<file path="src/rtl/seg7_scan_ctrl_if.sv">
// Source-select, display-option and LED pin bundle for the 7-segment scan controller.
// master drives the debug words and options; slave owns the LED pins and frame strobe.
interface seg7_scan_ctrl_if #(
    parameter int NUM_DIGITS = 4,
    parameter int NUM_SRC    = 10
);
    localparam int DW = 4 * NUM_DIGITS;
    localparam int SW = (NUM_SRC > 1) ? $clog2(NUM_SRC) : 1;

    logic [NUM_SRC*DW-1:0] src_bus;
    logic [SW-1:0]         src_sel;
    logic                  freeze;
    logic                  blank_lz;
    logic [NUM_DIGITS-1:0] dp_mask;
    logic [NUM_DIGITS-1:0] LEDSEL;
    logic [7:0]            LEDOUT;
    logic                  frame_done;

    modport master (
        output src_bus, src_sel, freeze, blank_lz, dp_mask,
        input  LEDSEL, LEDOUT, frame_done
    );

    modport slave (
        input  src_bus, src_sel, freeze, blank_lz, dp_mask,
        output LEDSEL, LEDOUT, frame_done
    );
endinterface

</file>
<file path="src/rtl/seg7_scan_ctrl.sv">
// Multiplexed hex display: latches one selected word per frame and scans it digit by digit.
// LED pins are registered one cycle behind the scan state; no backpressure, free-running scan.
module seg7_scan_ctrl #(
    parameter int NUM_DIGITS = 4,
    parameter int NUM_SRC    = 10,
    parameter int SCAN_DIV   = 20000,
    parameter int ACTIVE_LOW = 1
) (
    input  logic             clk,
    input  logic             rst,
    seg7_scan_ctrl_if.slave  bus
);
    localparam int DW = 4 * NUM_DIGITS;
    localparam int SW = (NUM_SRC > 1) ? $clog2(NUM_SRC) : 1;
    localparam int PW = $clog2(SCAN_DIV);
    localparam int IW = $clog2(NUM_DIGITS);

    localparam logic [PW-1:0]         PCNT_LAST = PW'(SCAN_DIV - 1);
    localparam logic [IW-1:0]         DIDX_LAST = IW'(NUM_DIGITS - 1);
    localparam logic [NUM_DIGITS-1:0] SEL_OFF   = (ACTIVE_LOW != 0) ? '1 : '0;
    localparam logic [7:0]            LED_OFF   = (ACTIVE_LOW != 0) ? 8'hFF : 8'h00;

    logic [PW-1:0]         pcnt;
    logic [IW-1:0]         didx;
    logic [DW-1:0]         disp_word;
    logic                  blank_q;
    logic                  tick;
    logic                  frame_end;
    logic                  load;
    logic [DW-1:0]         sel_word;
    logic [NUM_DIGITS-1:0] lz;
    logic                  zacc;
    logic [3:0]            cur_nib;
    logic                  cur_blank;
    logic                  cur_dp;
    logic [NUM_DIGITS-1:0] sel_ah;
    logic [7:0]            led_ah;
    logic [NUM_DIGITS-1:0] sel_nxt;
    logic [7:0]            led_nxt;

    // Segment patterns g..a, 0 = lit, dp excluded
    function automatic logic [6:0] font_al(input logic [3:0] n);
        font_al = 7'h7F;
        case (n)
            4'h0: font_al = 7'h40;
            4'h1: font_al = 7'h79;
            4'h2: font_al = 7'h24;
            4'h3: font_al = 7'h30;
            4'h4: font_al = 7'h19;
            4'h5: font_al = 7'h12;
            4'h6: font_al = 7'h02;
            4'h7: font_al = 7'h78;
            4'h8: font_al = 7'h00;
            4'h9: font_al = 7'h10;
            4'hA: font_al = 7'h08;
            4'hB: font_al = 7'h03;
            4'hC: font_al = 7'h46;
            4'hD: font_al = 7'h21;
            4'hE: font_al = 7'h06;
            4'hF: font_al = 7'h0E;
        endcase
    endfunction

    assign tick      = (pcnt == PCNT_LAST);
    assign frame_end = tick && (didx == DIDX_LAST);
    assign load      = frame_end && !bus.freeze;

    // Out-of-range selects fall through to source 0
    always_comb begin
        sel_word = bus.src_bus[DW-1:0];
        for (int i = 0; i < NUM_SRC; i++) begin
            if (bus.src_sel == SW'(i)) begin
                sel_word = bus.src_bus[i*DW +: DW];
            end
        end
    end

    // lz[k] set when nibbles k..top are all zero
    always_comb begin
        zacc = 1'b1;
        lz   = '0;
        for (int k = NUM_DIGITS - 1; k >= 0; k--) begin
            zacc  = zacc & (disp_word[4*k +: 4] == 4'h0);
            lz[k] = zacc;
        end
    end

    always_comb begin
        cur_nib   = disp_word[3:0];
        cur_blank = 1'b0;
        cur_dp    = bus.dp_mask[0];
        sel_ah    = '0;
        for (int k = 0; k < NUM_DIGITS; k++) begin
            if (didx == IW'(k)) begin
                cur_nib   = disp_word[4*k +: 4];
                cur_blank = blank_q && (k != 0) && lz[k];
                cur_dp    = bus.dp_mask[k];
                sel_ah[k] = 1'b1;
            end
        end
        led_ah = {cur_dp, cur_blank ? 7'h00 : ~font_al(cur_nib)};
        if (ACTIVE_LOW != 0) begin
            sel_nxt = ~sel_ah;
            led_nxt = ~led_ah;
        end else begin
            sel_nxt = sel_ah;
            led_nxt = led_ah;
        end
    end

    always_ff @(posedge clk) begin
        if (rst) begin
            pcnt           <= '0;
            didx           <= '0;
            disp_word      <= '0;
            blank_q        <= 1'b0;
            bus.frame_done <= 1'b0;
            bus.LEDSEL     <= SEL_OFF;
            bus.LEDOUT     <= LED_OFF;
        end else begin
            pcnt <= tick ? '0 : pcnt + PW'(1);
            if (tick) begin
                didx <= (didx == DIDX_LAST) ? '0 : didx + IW'(1);
            end
            if (load) begin
                disp_word <= sel_word;
                blank_q   <= bus.blank_lz;
            end
            bus.frame_done <= load;
            bus.LEDSEL     <= sel_nxt;
            bus.LEDOUT     <= led_nxt;
        end
    end
endmodule

</file>
<file path="src/flat_wrapper.sv">
// flat-port wrapper written by rule: the top's interface ports become plain ports
module seg7_scan_ctrl_flat 
#(
    parameter int NUM_DIGITS = 4,
    parameter int NUM_SRC    = 10,
    parameter int SCAN_DIV   = 20000,
    parameter int ACTIVE_LOW = 1
)
  (clk, rst, bus_src_bus, bus_src_sel, bus_freeze, bus_blank_lz, bus_dp_mask, bus_LEDSEL, bus_LEDOUT, bus_frame_done);
  seg7_scan_ctrl_if #(.NUM_DIGITS(NUM_DIGITS), .NUM_SRC(NUM_SRC)) bus_i ();
  input  logic clk;
  input  logic rst;
  input wire logic [$bits(bus_i.src_bus)-1:0] bus_src_bus;
  input wire logic [$bits(bus_i.src_sel)-1:0] bus_src_sel;
  input wire logic [$bits(bus_i.freeze)-1:0] bus_freeze;
  input wire logic [$bits(bus_i.blank_lz)-1:0] bus_blank_lz;
  input wire logic [$bits(bus_i.dp_mask)-1:0] bus_dp_mask;
  output wire logic [$bits(bus_i.LEDSEL)-1:0] bus_LEDSEL;
  output wire logic [$bits(bus_i.LEDOUT)-1:0] bus_LEDOUT;
  output wire logic [$bits(bus_i.frame_done)-1:0] bus_frame_done;
  assign bus_i.src_bus = bus_src_bus;
  assign bus_i.src_sel = bus_src_sel;
  assign bus_i.freeze = bus_freeze;
  assign bus_i.blank_lz = bus_blank_lz;
  assign bus_i.dp_mask = bus_dp_mask;
  assign bus_LEDSEL = bus_i.LEDSEL;
  assign bus_LEDOUT = bus_i.LEDOUT;
  assign bus_frame_done = bus_i.frame_done;
  seg7_scan_ctrl #(.NUM_DIGITS(NUM_DIGITS), .NUM_SRC(NUM_SRC), .SCAN_DIV(SCAN_DIV), .ACTIVE_LOW(ACTIVE_LOW)) u_core (.clk(clk), .rst(rst), .bus(bus_i));
endmodule
</file>
<file path="config.mk">
export PLATFORM = sky130hd
export DESIGN_NAME = seg7_scan_ctrl_flat
export DESIGN_NICKNAME = d
export VERILOG_FILES = /design/src/rtl/seg7_scan_ctrl_if.sv /design/src/rtl/seg7_scan_ctrl.sv /design/src/flat_wrapper.sv
export SDC_FILE = /design/constraint.sdc
export NUM_CORES = 1
export LEC_CHECK = 0
export BUFFER_PORTS_ARGS = -buffer_cell sky130_fd_sc_hd__buf_2
export CORE_MARGIN = 1.5
export CORE_UTILIZATION = 30
export DETAILED_ROUTE_END_ITERATION = 8
export GPL_TIMING_DRIVEN = 0
export PLACE_DENSITY = 0.59
export SYNTH_ARGS = -nofsm -noshare
export SYNTH_HDL_FRONTEND = slang
export SYNTH_SLANG_ARGS = --single-unit
</file>
<file path="constraint.sdc">
create_clock -name clk -period 3.2 [get_ports clk]
set_input_delay 0.32 -clock clk [delete_from_list [all_inputs] [get_ports clk]]
set_output_delay 0.32 -clock clk [all_outputs]
set_load 0.01 [all_outputs]
</file>
* Yosys cells after proc, flatten, opt, wreduce, memory -nomap -nowiden *
Memory sizes are Yosys's and may differ from the RTL's.
Cells that the tools add are included.
Widths: inputs -> output; s select.

storage, ports and cells
  memory bits (read-only) = 112
  register bits = 47
  input port bits = 172
  memories kept = 1
  output and inout port bits = 13
  logic and storage cells = 63

memory list
  memory           depth  bits a word  rd ports  clocked after memory_dff  write ports  line                  text
  (no name shown)  16     7            1         0                         0            seg7_scan_ctrl.sv:44  case (n)

cells by class
  bitwise logic cells = 5
  add/sub/neg operators = 2
  muxes and demuxes = 24
  reduce and logical (&&, ||, !) cells = 11
  equality and inequality tests = 13

operators with widths
  operator               number
  $mux 16                9
  $eq 4x3->1 const B     4
  $add 15x1->15 const B  1
  $eq 15x15->1 const B   1
  $logic_not 4->1        3
  $mux 4                 3
  $mux 1                 10
  $eq 4x2->1 const B     2
  $eq 4x4->1 const B     2
  $not 8->8              1
  $mux 7                 1
  $not 7->7              1
  $logic_and 1x1->1      5
  $eq 2x2->1 const B     2
  $eq 4x1->1 const B     1
  $not 4->4              1
  $add 2x1->2 const B    1
  $and 1x1->1            2
  $eq 2x1->1 const B     1
  $logic_not 2->1        1
  $mux 2                 1
  $reduce_or 2->1        1
  $logic_not 1->1        1

* Logic depth before layout (Yosys ltp) *
Gate-level depths: netlist of run 1.

  depth after elaboration = 10
  depth in mapped cells = 11

* Worst setup path after synthesis of run 1 *
No wires, ideal clock.

  kind = reg-to-reg
  start = reg u_core.didx[0]
  end = reg u_core.bus.LEDOUT[3]
  data required time = 3.056 ns
  slack = 1.159 ns
  clock period less this slack = 2.041 ns
  library setup time = 0.144 ns
  arrival = 1.897 ns
  path buffers = 1
  cell stages (with the launch flop) = 11
  cells stage by stage = dfxtp_1 -> inv_1 -> ha_1 -> clkbuf_1 -> a211oi_1 -> o31a_1 -> inv_1 -> ha_1 -> and2_1 -> a211oi_1 -> o21ai_0

between the ends
  cells in the longest elaborated chain, start to end = 8
  elaborated cells on any way between the ends = 13
  those cells by class = eq/ne (3); mux (7); bitwise (2); memory (1)

ends and longest elaborated chain
  what                    line                     text
  start, declared         seg7_scan_ctrl.sv:24     logic [IW-1:0] didx;
  start signal, assigned  seg7_scan_ctrl.sv:123    didx <= (didx == DIDX_LAST) ? '0 : didx + IW'(1);
  $eq 2x1->1              seg7_scan_ctrl.sv:94     if (didx == IW'(k)) begin
  $mux 4 (3 in series)    seg7_scan_ctrl.sv:94
  $mem_v2 16x7            -
  $not 7->7               seg7_scan_ctrl.sv:101    led_ah = {cur_dp, cur_blank ? 7'h00 : ~font_al(cur_nib)};
  $mux 7 *                seg7_scan_ctrl.sv:101
  $not 8->8 *             seg7_scan_ctrl.sv:104    led_nxt = ~led_ah;
  end signal, assigned    seg7_scan_ctrl.sv:131    bus.LEDOUT <= led_nxt;
  end, declared           seg7_scan_ctrl_if.sv:26  output LEDSEL, LEDOUT, frame_done

Every way passes the cells marked *; elsewhere a longest branch is shown, timed or not.
A chain may end at the register's enable or synchronous reset.

* Worst setup path in the final report of run 1 *
Same ends and word-level chain as after synthesis.

==> summary.md, run 1 <==
| Metric | Value |
|---|---|
| CTS tree | yes |
| Crit end category | flip-flop |
| Synth Register Bits | 47 |
| Wire length per cell | 17.66 µm |
| Maximum vdd drop | 0.0002928 V |
| RSZ-0062 raised after global routing | false |
| Final nets | 905 |
| H-tree Lvls | 2 |
| Met3 Wirelength | 889 µm |
| Reg area | 940.9 µm² |
| Fraction of registers with async set or reset after synthesis | 0% |
| Dpl ws | 0.7404 ns |
| Post-synth cell types | 68 |
| DR DRC count | 0 |
| HPWL Detailed | 12,990 µm |
| Filler cells | 1,423 |
| DRT met1 WL | 6753 µm |
| I/O pin cnt | 185 |
| Setup TNS | 0 ns |
| Metal2 WL | 7872 µm |
| Pin count of the biggest net entering global routing | 15 |
| Die Y-Extent | 120.4 µm |
| Final setup margin | 0.7399 ns |
| Worst slew pin tran | 1.055 ns |
| Worst EP required | 3.34 ns |
| Antenna violations before repair | 1 |
| Root buffer cell | clkbuf_16 |
| Fin crit share | 76.88% |
| Leak | 2.315 nW |
| Final hold violation count | 0 |
| Min Tclk post-route | 2.460 ns |
| Placed cell count | 891 |
| Worst hold margin | 0.2778 ns |
| Initial drt markers | 371 |
| Top_reg_cell synth | dfxtp_1 |
| Synth Net Count | 715 |
| Worst-path clk slew | 0.06 ns |
| Critical path class | reg -> reg |
| Max Slew Vio Count | 0 |
| Core area | 13,350 µm² |
| Clock Latency Late Sink | 0.29 ns |
| Critical-path maximum fanout | 10 |
| Post-CTS sizing | 0 |
| Synth Area per Inst | 7.775 µm² |
| Skew final | 0.004708 ns |
| PortBufs | 183 |
| Post-CTS Hold Buffers | 0 |
| CTS sink cnt | 47 |
| Layout cells sized above 1 | 35.41% |
| Synth Instances | 532 |
| Max Cap Violations | 0 |
| Synthesis Warnings | 0 |
| HP Class | in -> reg |
| Critical Path AT | 2.60 ns |
| DIE WIDTH | 120.4 µm |
| Area of the multi-input gates | 2889 µm² |
| First-pass GRT wire length | 24,850 µm |
| Final setup viols | 0 |
| Relative slew slack | 29.50% |
| Synth-to-layout area growth | 31.79% |
| Worst-case clock buffer depth | 2 |
| Final Non-Filler Cells | 901 |
| Mapped Area | 4136 µm² |
| CP Launch Type | flip-flop |
| Seq/Total Area, Yosys | 22.75% |
| Grt ovf | 0 |
| Max Freq | 406.5 MHz |
| Placer Congestion | 0.9259 |
| Pre-Repair DR Iteration Count | 5 |
| Overall routing resource usage | 21.50% |
| Final WL | 15,910 µm |
| Vias in the first global route | 4,731 |
| Die area | 14,500 µm² |
| Status | completed |
| Initial core utilization | 30.99% |
| Reg2reg setup slack | 0.74 ns |
| PD cells | 295.4 nW/µm² |
| Antenna-violating nets left | 0 |
| Postcts setup bufs | 0 |
| Top Metal Used | met4 |
| Cell Rows | 42 |
| Number of synthesized flops with an enable pin | 0 |
| Vias per cell | 5.367 |
| TritonCTS buffer count | 5 |
| Via count | 4,836 |
[per-stage QoR]
stage | util (%) | area, µm² | power (mW)
4_1_cts | 40.80 | 5446 | 1.622
2_1_floorplan | - | 4136 | 0.8207
3_5_place_dp | 39.50 | 5273 | 1.010
5_1_grt | 40.82 | 5449 | 1.683
3_3_place_gp | 39.50 | 5273 | 1.005
6_report | 40.84 | 5451 | 1.610
[cell families (layout without fill, tap and decap cells)]
group | after synthesis | count (layout) | synth area share, %
AOI/OAI and AO/OA | 176 | 176 | 30.61
adders and majority gates | 11 | 11 | 3.327
DFF | 47 | 47 | 22.75
and+or+nand+nor | 188 | 188 | 23.05
xor gates and xnor gates | 11 | 11 | 2.329
muxes | 41 | 41 | 10.53
other | 0 | 2 | 0
buffers and inverters | 58 | 249 | 7.411
[synthesized netlist by cell type (all sizes together) (11+ instances only)]
| master | n | share of area (%) |
|---|---|---|
| nor2 | 64 | 5.8 |
| dfxtp | 47 | 23 |
| nand2 | 41 | 3.9 |
| a21oi | 38 | 4.6 |
| buf | 28 | 4.2 |
| mux2i | 21 | 5.1 |
| o21ai | 21 | 2.5 |
| mux2 | 20 | 5.4 |
| clkbuf | 17 | 2.1 |
| nor3 | 16 | 2.1 |
| a2bb2oi | 13 | 2.8 |
| inv | 13 | 1.2 |
| ha | 11 | 3.3 |
| o22ai | 11 | 1.7 |
[worst paths after layout]
kind                                                   from                         endpoint  depth (start not counted)
worst max-delay path            u_core.didx[0]$_SDFFE_PP0N_  u_core.bus.LEDOUT[3]$_SDFF_PP1_                         10
worst min-delay path                           bus_blank_lz      u_core.blank_q$_SDFFE_PP0P_                          3
worst max register to register  u_core.didx[0]$_SDFFE_PP0N_  u_core.bus.LEDOUT[3]$_SDFF_PP1_                         10
worst min register to register  u_core.blank_q$_SDFFE_PP0P_      u_core.blank_q$_SDFFE_PP0P_                          2
[sequential cells by signal, indices dropped and copies added (netlist names)]
name / count
u_core.blank_q: 1
u_core.bus.frame_done: 1
u_core.disp_word: 16
u_core.pcnt: 15
u_core.bus.LEDSEL: 4
u_core.bus.LEDOUT: 8
u_core.didx: 2
[cells in the final DEF, fill, tap and decap left out, types with 7 or more instances in the layout]
cell type,instances
a22oi_1,8
mux2i_1,21
nand2b_1,7
nand3_1,7
o21ai_0,19
mux2_2,20
o22a_1,7
a211o_1,10
nor3_1,15
a21oi_1,38
a2bb2oi_1,13
o22ai_1,11
a211oi_1,7
ha_1,11
a31oi_1,9
nor4_1,7
inv_1,13
clkbuf_1,14
dfxtp_1,47
buf_2,203
xor2_1,8
nand2_1,40
nor2_1,64
nor2b_1,10
o211ai_1,9
[final cells by class]
type | instances | share of cell area (%)
Sequential cell | 47 | 17.26
Timing Repair Buffer | 183 | 16.80
Multi-Input combinational cell | 427 | 53.00
Buffer | 45 | 4.728
Inverter | 13 | 0.8951
Tap cell | 176 | 4.039
Clock buffer | 6 | 2.548
Antenna cell | 2 | 0.09181
Clock inverter | 2 | 0.6426
[worst max-delay path, cell delays in order (launching register included)]
cell	delay [ns]
dfxtp_1	0.41
inv_1	0.09
ha_1	0.22
clkbuf_1	0.22
a211oi_1	0.29
o31a_1	0.29
inv_1	0.15
ha_1	0.21
and2_1	0.14
a211oi_1	0.18
o21ai_0	0.12
[power breakdown]
part	internal, mW	switching, mW
Clock	0.389	0.220
Combinational	0.194	0.210
Sequential	0.594	0.00414
Total	1.18	0.434
[layer usage]
layer  global-route usage, %  up-vias
li1                        -     2387
met1                   27.11     2223
met2                   38.17      200
met3                   2.406       26
met4                   6.765        0
met5                       0        -
No activity file was read; power rests on OpenSTA's default activity.
==> run 2: changes to the inputs <==
==> constraint.sdc (replaced) <==
create_clock -name clk -period 2.5 [get_ports clk]
set_input_delay 0.25 -clock clk [delete_from_list [all_inputs] [get_ports clk]]
set_output_delay 0.25 -clock clk [all_outputs]
set_load 0.01 [all_outputs]
==> summary.md, run 2 (synthesis gave the netlist of run 1 again) <==
| Metric | Value |
|---|---|
| Worst-path clk slew | 0.06 ns (about the same) |
| Die Y-Extent | 120.4 µm (unchanged) |
| Vias in the first global route | 4,731 (unchanged) |
| Overall routing resource usage | 21.50% (unchanged) |
| Min Tclk post-route | 2.369 ns (-0.09154 ns) |
| Metal2 WL | 7930 µm (+0.74%) |
| Maximum vdd drop | 0.0003787 V (+29%) |
| Worst-case clock buffer depth | 2 (unchanged) |
| DR DRC count | 0 (unchanged) |
| Most flop-heavy register | u_core.disp_word |
| Wire length per cell | 17.82 µm (+0.91%) |
| Top Metal Used | met4 |
| First-pass GRT wire length | 24,850 µm (unchanged) |
| Most common cell after layout, fill and taps aside | buf_2 |
| Placer Congestion | 0.9259 (unchanged) |
| Vias per cell | 5.416 (+0.91%) |
| CTS tree | yes |
| DRT met1 WL | 6782 µm (+0.43%) |
| Met3 Wirelength | 957 µm (+7.6%) |
| I/O pin cnt | 185 (unchanged) |
| Final hold violation count | 0 (unchanged) |
| Status | completed |
| Delay-heaviest family, CP | simple AND/OR/NAND/NOR gates |
| Max Freq | 422.2 MHz (+3.9%) |
| Final setup margin | 0.1314 ns (-0.6085 ns) |
| Worst slew pin tran | 1.032 ns (-0.02344 ns) |
| Post-CTS Hold Buffers | 0 (unchanged) |
| Final WL | 16,060 µm (+0.91%) |
| Cell chain of the critical path | ha_1 > nor2b_1 > clkbuf_8 > and2_1 > nand3_2 > a2111oi_0 > nor4_1 |
| Critical Path AT | 2.52 ns (-0.08 ns) |
| Final Power | 2.066 mW (+28%) |
| Antenna-violating nets left | 0 (unchanged) |
| Crit end category | flip-flop |
| H-tree Lvls | 2 (unchanged) |
| Clock Latency Late Sink | 0.29 ns (about the same) |
| Initial core utilization | 30.99% (unchanged) |
| Leak | 2.321 nW (+0.28%) |
| Worst hold margin | 0.2046 ns (-0.07322 ns) |
| Via count | 4,880 (+0.91%) |
| Most frequent cells in the layout | buf_2 (203), nor2_1 (64), dfxtp_1 (47) |
| HP Class | in -> reg |
| RSZ-0062 raised after global routing | true |
| Final core utilization | 40.99% (+0.15 points) |
| Setup TNS | 0 ns (unchanged) |
| DIE WIDTH | 120.4 µm (unchanged) |
| Skew final | 0.004713 ns (+0.000004850 ns) |
| CP Launch Type | flip-flop |
| HPWL Detailed | 12,990 µm (unchanged) |
| Relative slew slack | 31.07% (+1.6 points) |
| Antenna violations before repair | 1 (unchanged) |
| Dpl ws | 0.05684 ns (-0.6835 ns) |
| Critical-path maximum fanout | 10 (unchanged) |
| CP max stage delay | 0.55 ns (+0.14 ns) |
| Filler cells | 1,420 (-0.21%) |
| Grt ovf | 0 (unchanged) |
| Fin crit share | 94.74% (+18 points) |
| Max Slew Vio Count | 0 (unchanged) |
| Pin count of the biggest net entering global routing | 15 (unchanged) |
| CP max stage cell | a2111oi_0 |
| Reg2reg setup slack | 0.13 ns (-0.61 ns) |
| PortBufs | 183 (unchanged) |
| TritonCTS buffer count | 5 (unchanged) |
| Core area | 13,350 µm² (unchanged) |
| Final nets | 905 (unchanged) |
| Die area | 14,500 µm² (unchanged) |
| PD cells | 377.5 nW/µm² (+28%) |
| CTS sink cnt | 47 (unchanged) |
| Pre-Repair DR Iteration Count | 5 (unchanged) |
| Root buffer cell | clkbuf_16 |
| Synth-to-layout area growth | 32.27% |
| Worst EP required | 2.65 ns (-0.69 ns) |
| Cell Rows | 42 (unchanged) |
| Critical path class | reg -> reg |
| Initial drt markers | 299 (-19%) |
| Final setup viols | 0 (unchanged) |
| CP Buf/Inv Count | 1 (-2) |
| Max reg flops | 16 (unchanged) |
| Max Cap Violations | 0 (unchanged) |
| Largest regs | u_core.disp_word: 16 flops, u_core.pcnt: 15 flops, u_core.bus.LEDOUT: 8 flops |
| Layout cells sized above 1 | 35.96% (+0.55 points) |
## run 2: repair_timing
item,in CTS,in global routing
setup endpoints to repair,0,9
resized for setup,0,6
buffers inserted,0,1
## run 2: final cells by class
cell class,count,area (µm²),area share (%)
Multi-Input combinational cell,427,2904,53.08
Timing Repair Buffer,184,923.4,16.88
Sequential cell,47,940.9,17.20
Tap cell,176,220.2,4.025
Buffer,44,255.2,4.665
Antenna cell,2,5.005,0.09147
Inverter,13,48.80,0.8918
Clock inverter,2,35.03,0.6403
Clock buffer,6,138.9,2.538
## run 2: per-layer routing
layer  global-route usage (%)  vias up
met5                        0        -
met4                    6.765        0
met3                    2.406       24
met2                    38.17      213
met1                    27.11     2255
li1                         -     2388
## run 2: tightest hold or removal path: cells and delay by family
| family | cells | cell delay [ns] |
|---|---|---|
| buffers and inverters | 1 | 0.09 |
| AND/OR/NAND/NOR | 1 | 0.05 |
| AO/OA/AOI/OAI | 1 | 0.05 |
## run 2: path summary, 6_finish.rpt
path	start	endpoint	cells past startpoint
worst max-delay path	u_core.didx[0]$_SDFFE_PP0N_	u_core.disp_word[8]$_SDFFE_PP0P_	7
worst min register to register	u_core.blank_q$_SDFFE_PP0P_	u_core.blank_q$_SDFFE_PP0P_	2
worst min-delay path	bus_blank_lz	u_core.blank_q$_SDFFE_PP0P_	3
worst max register to register	u_core.didx[0]$_SDFFE_PP0N_	u_core.disp_word[8]$_SDFFE_PP0P_	7
## run 2: report_power, final
part | internal [mW] | switching [mW]
logic | 0.249 | 0.270
registers | 0.760 | 0.00535
clock network | 0.497 | 0.284
total | 1.51 | 0.559
## run 2: stage by stage
step / area [µm²] / cells
CTS: 5446 / 899
global route: 5469 / 900
finish: 5472 / 901
global placement: 5273 / 891
floorplan: 4136 / 532
detailed placement: 5273 / 891
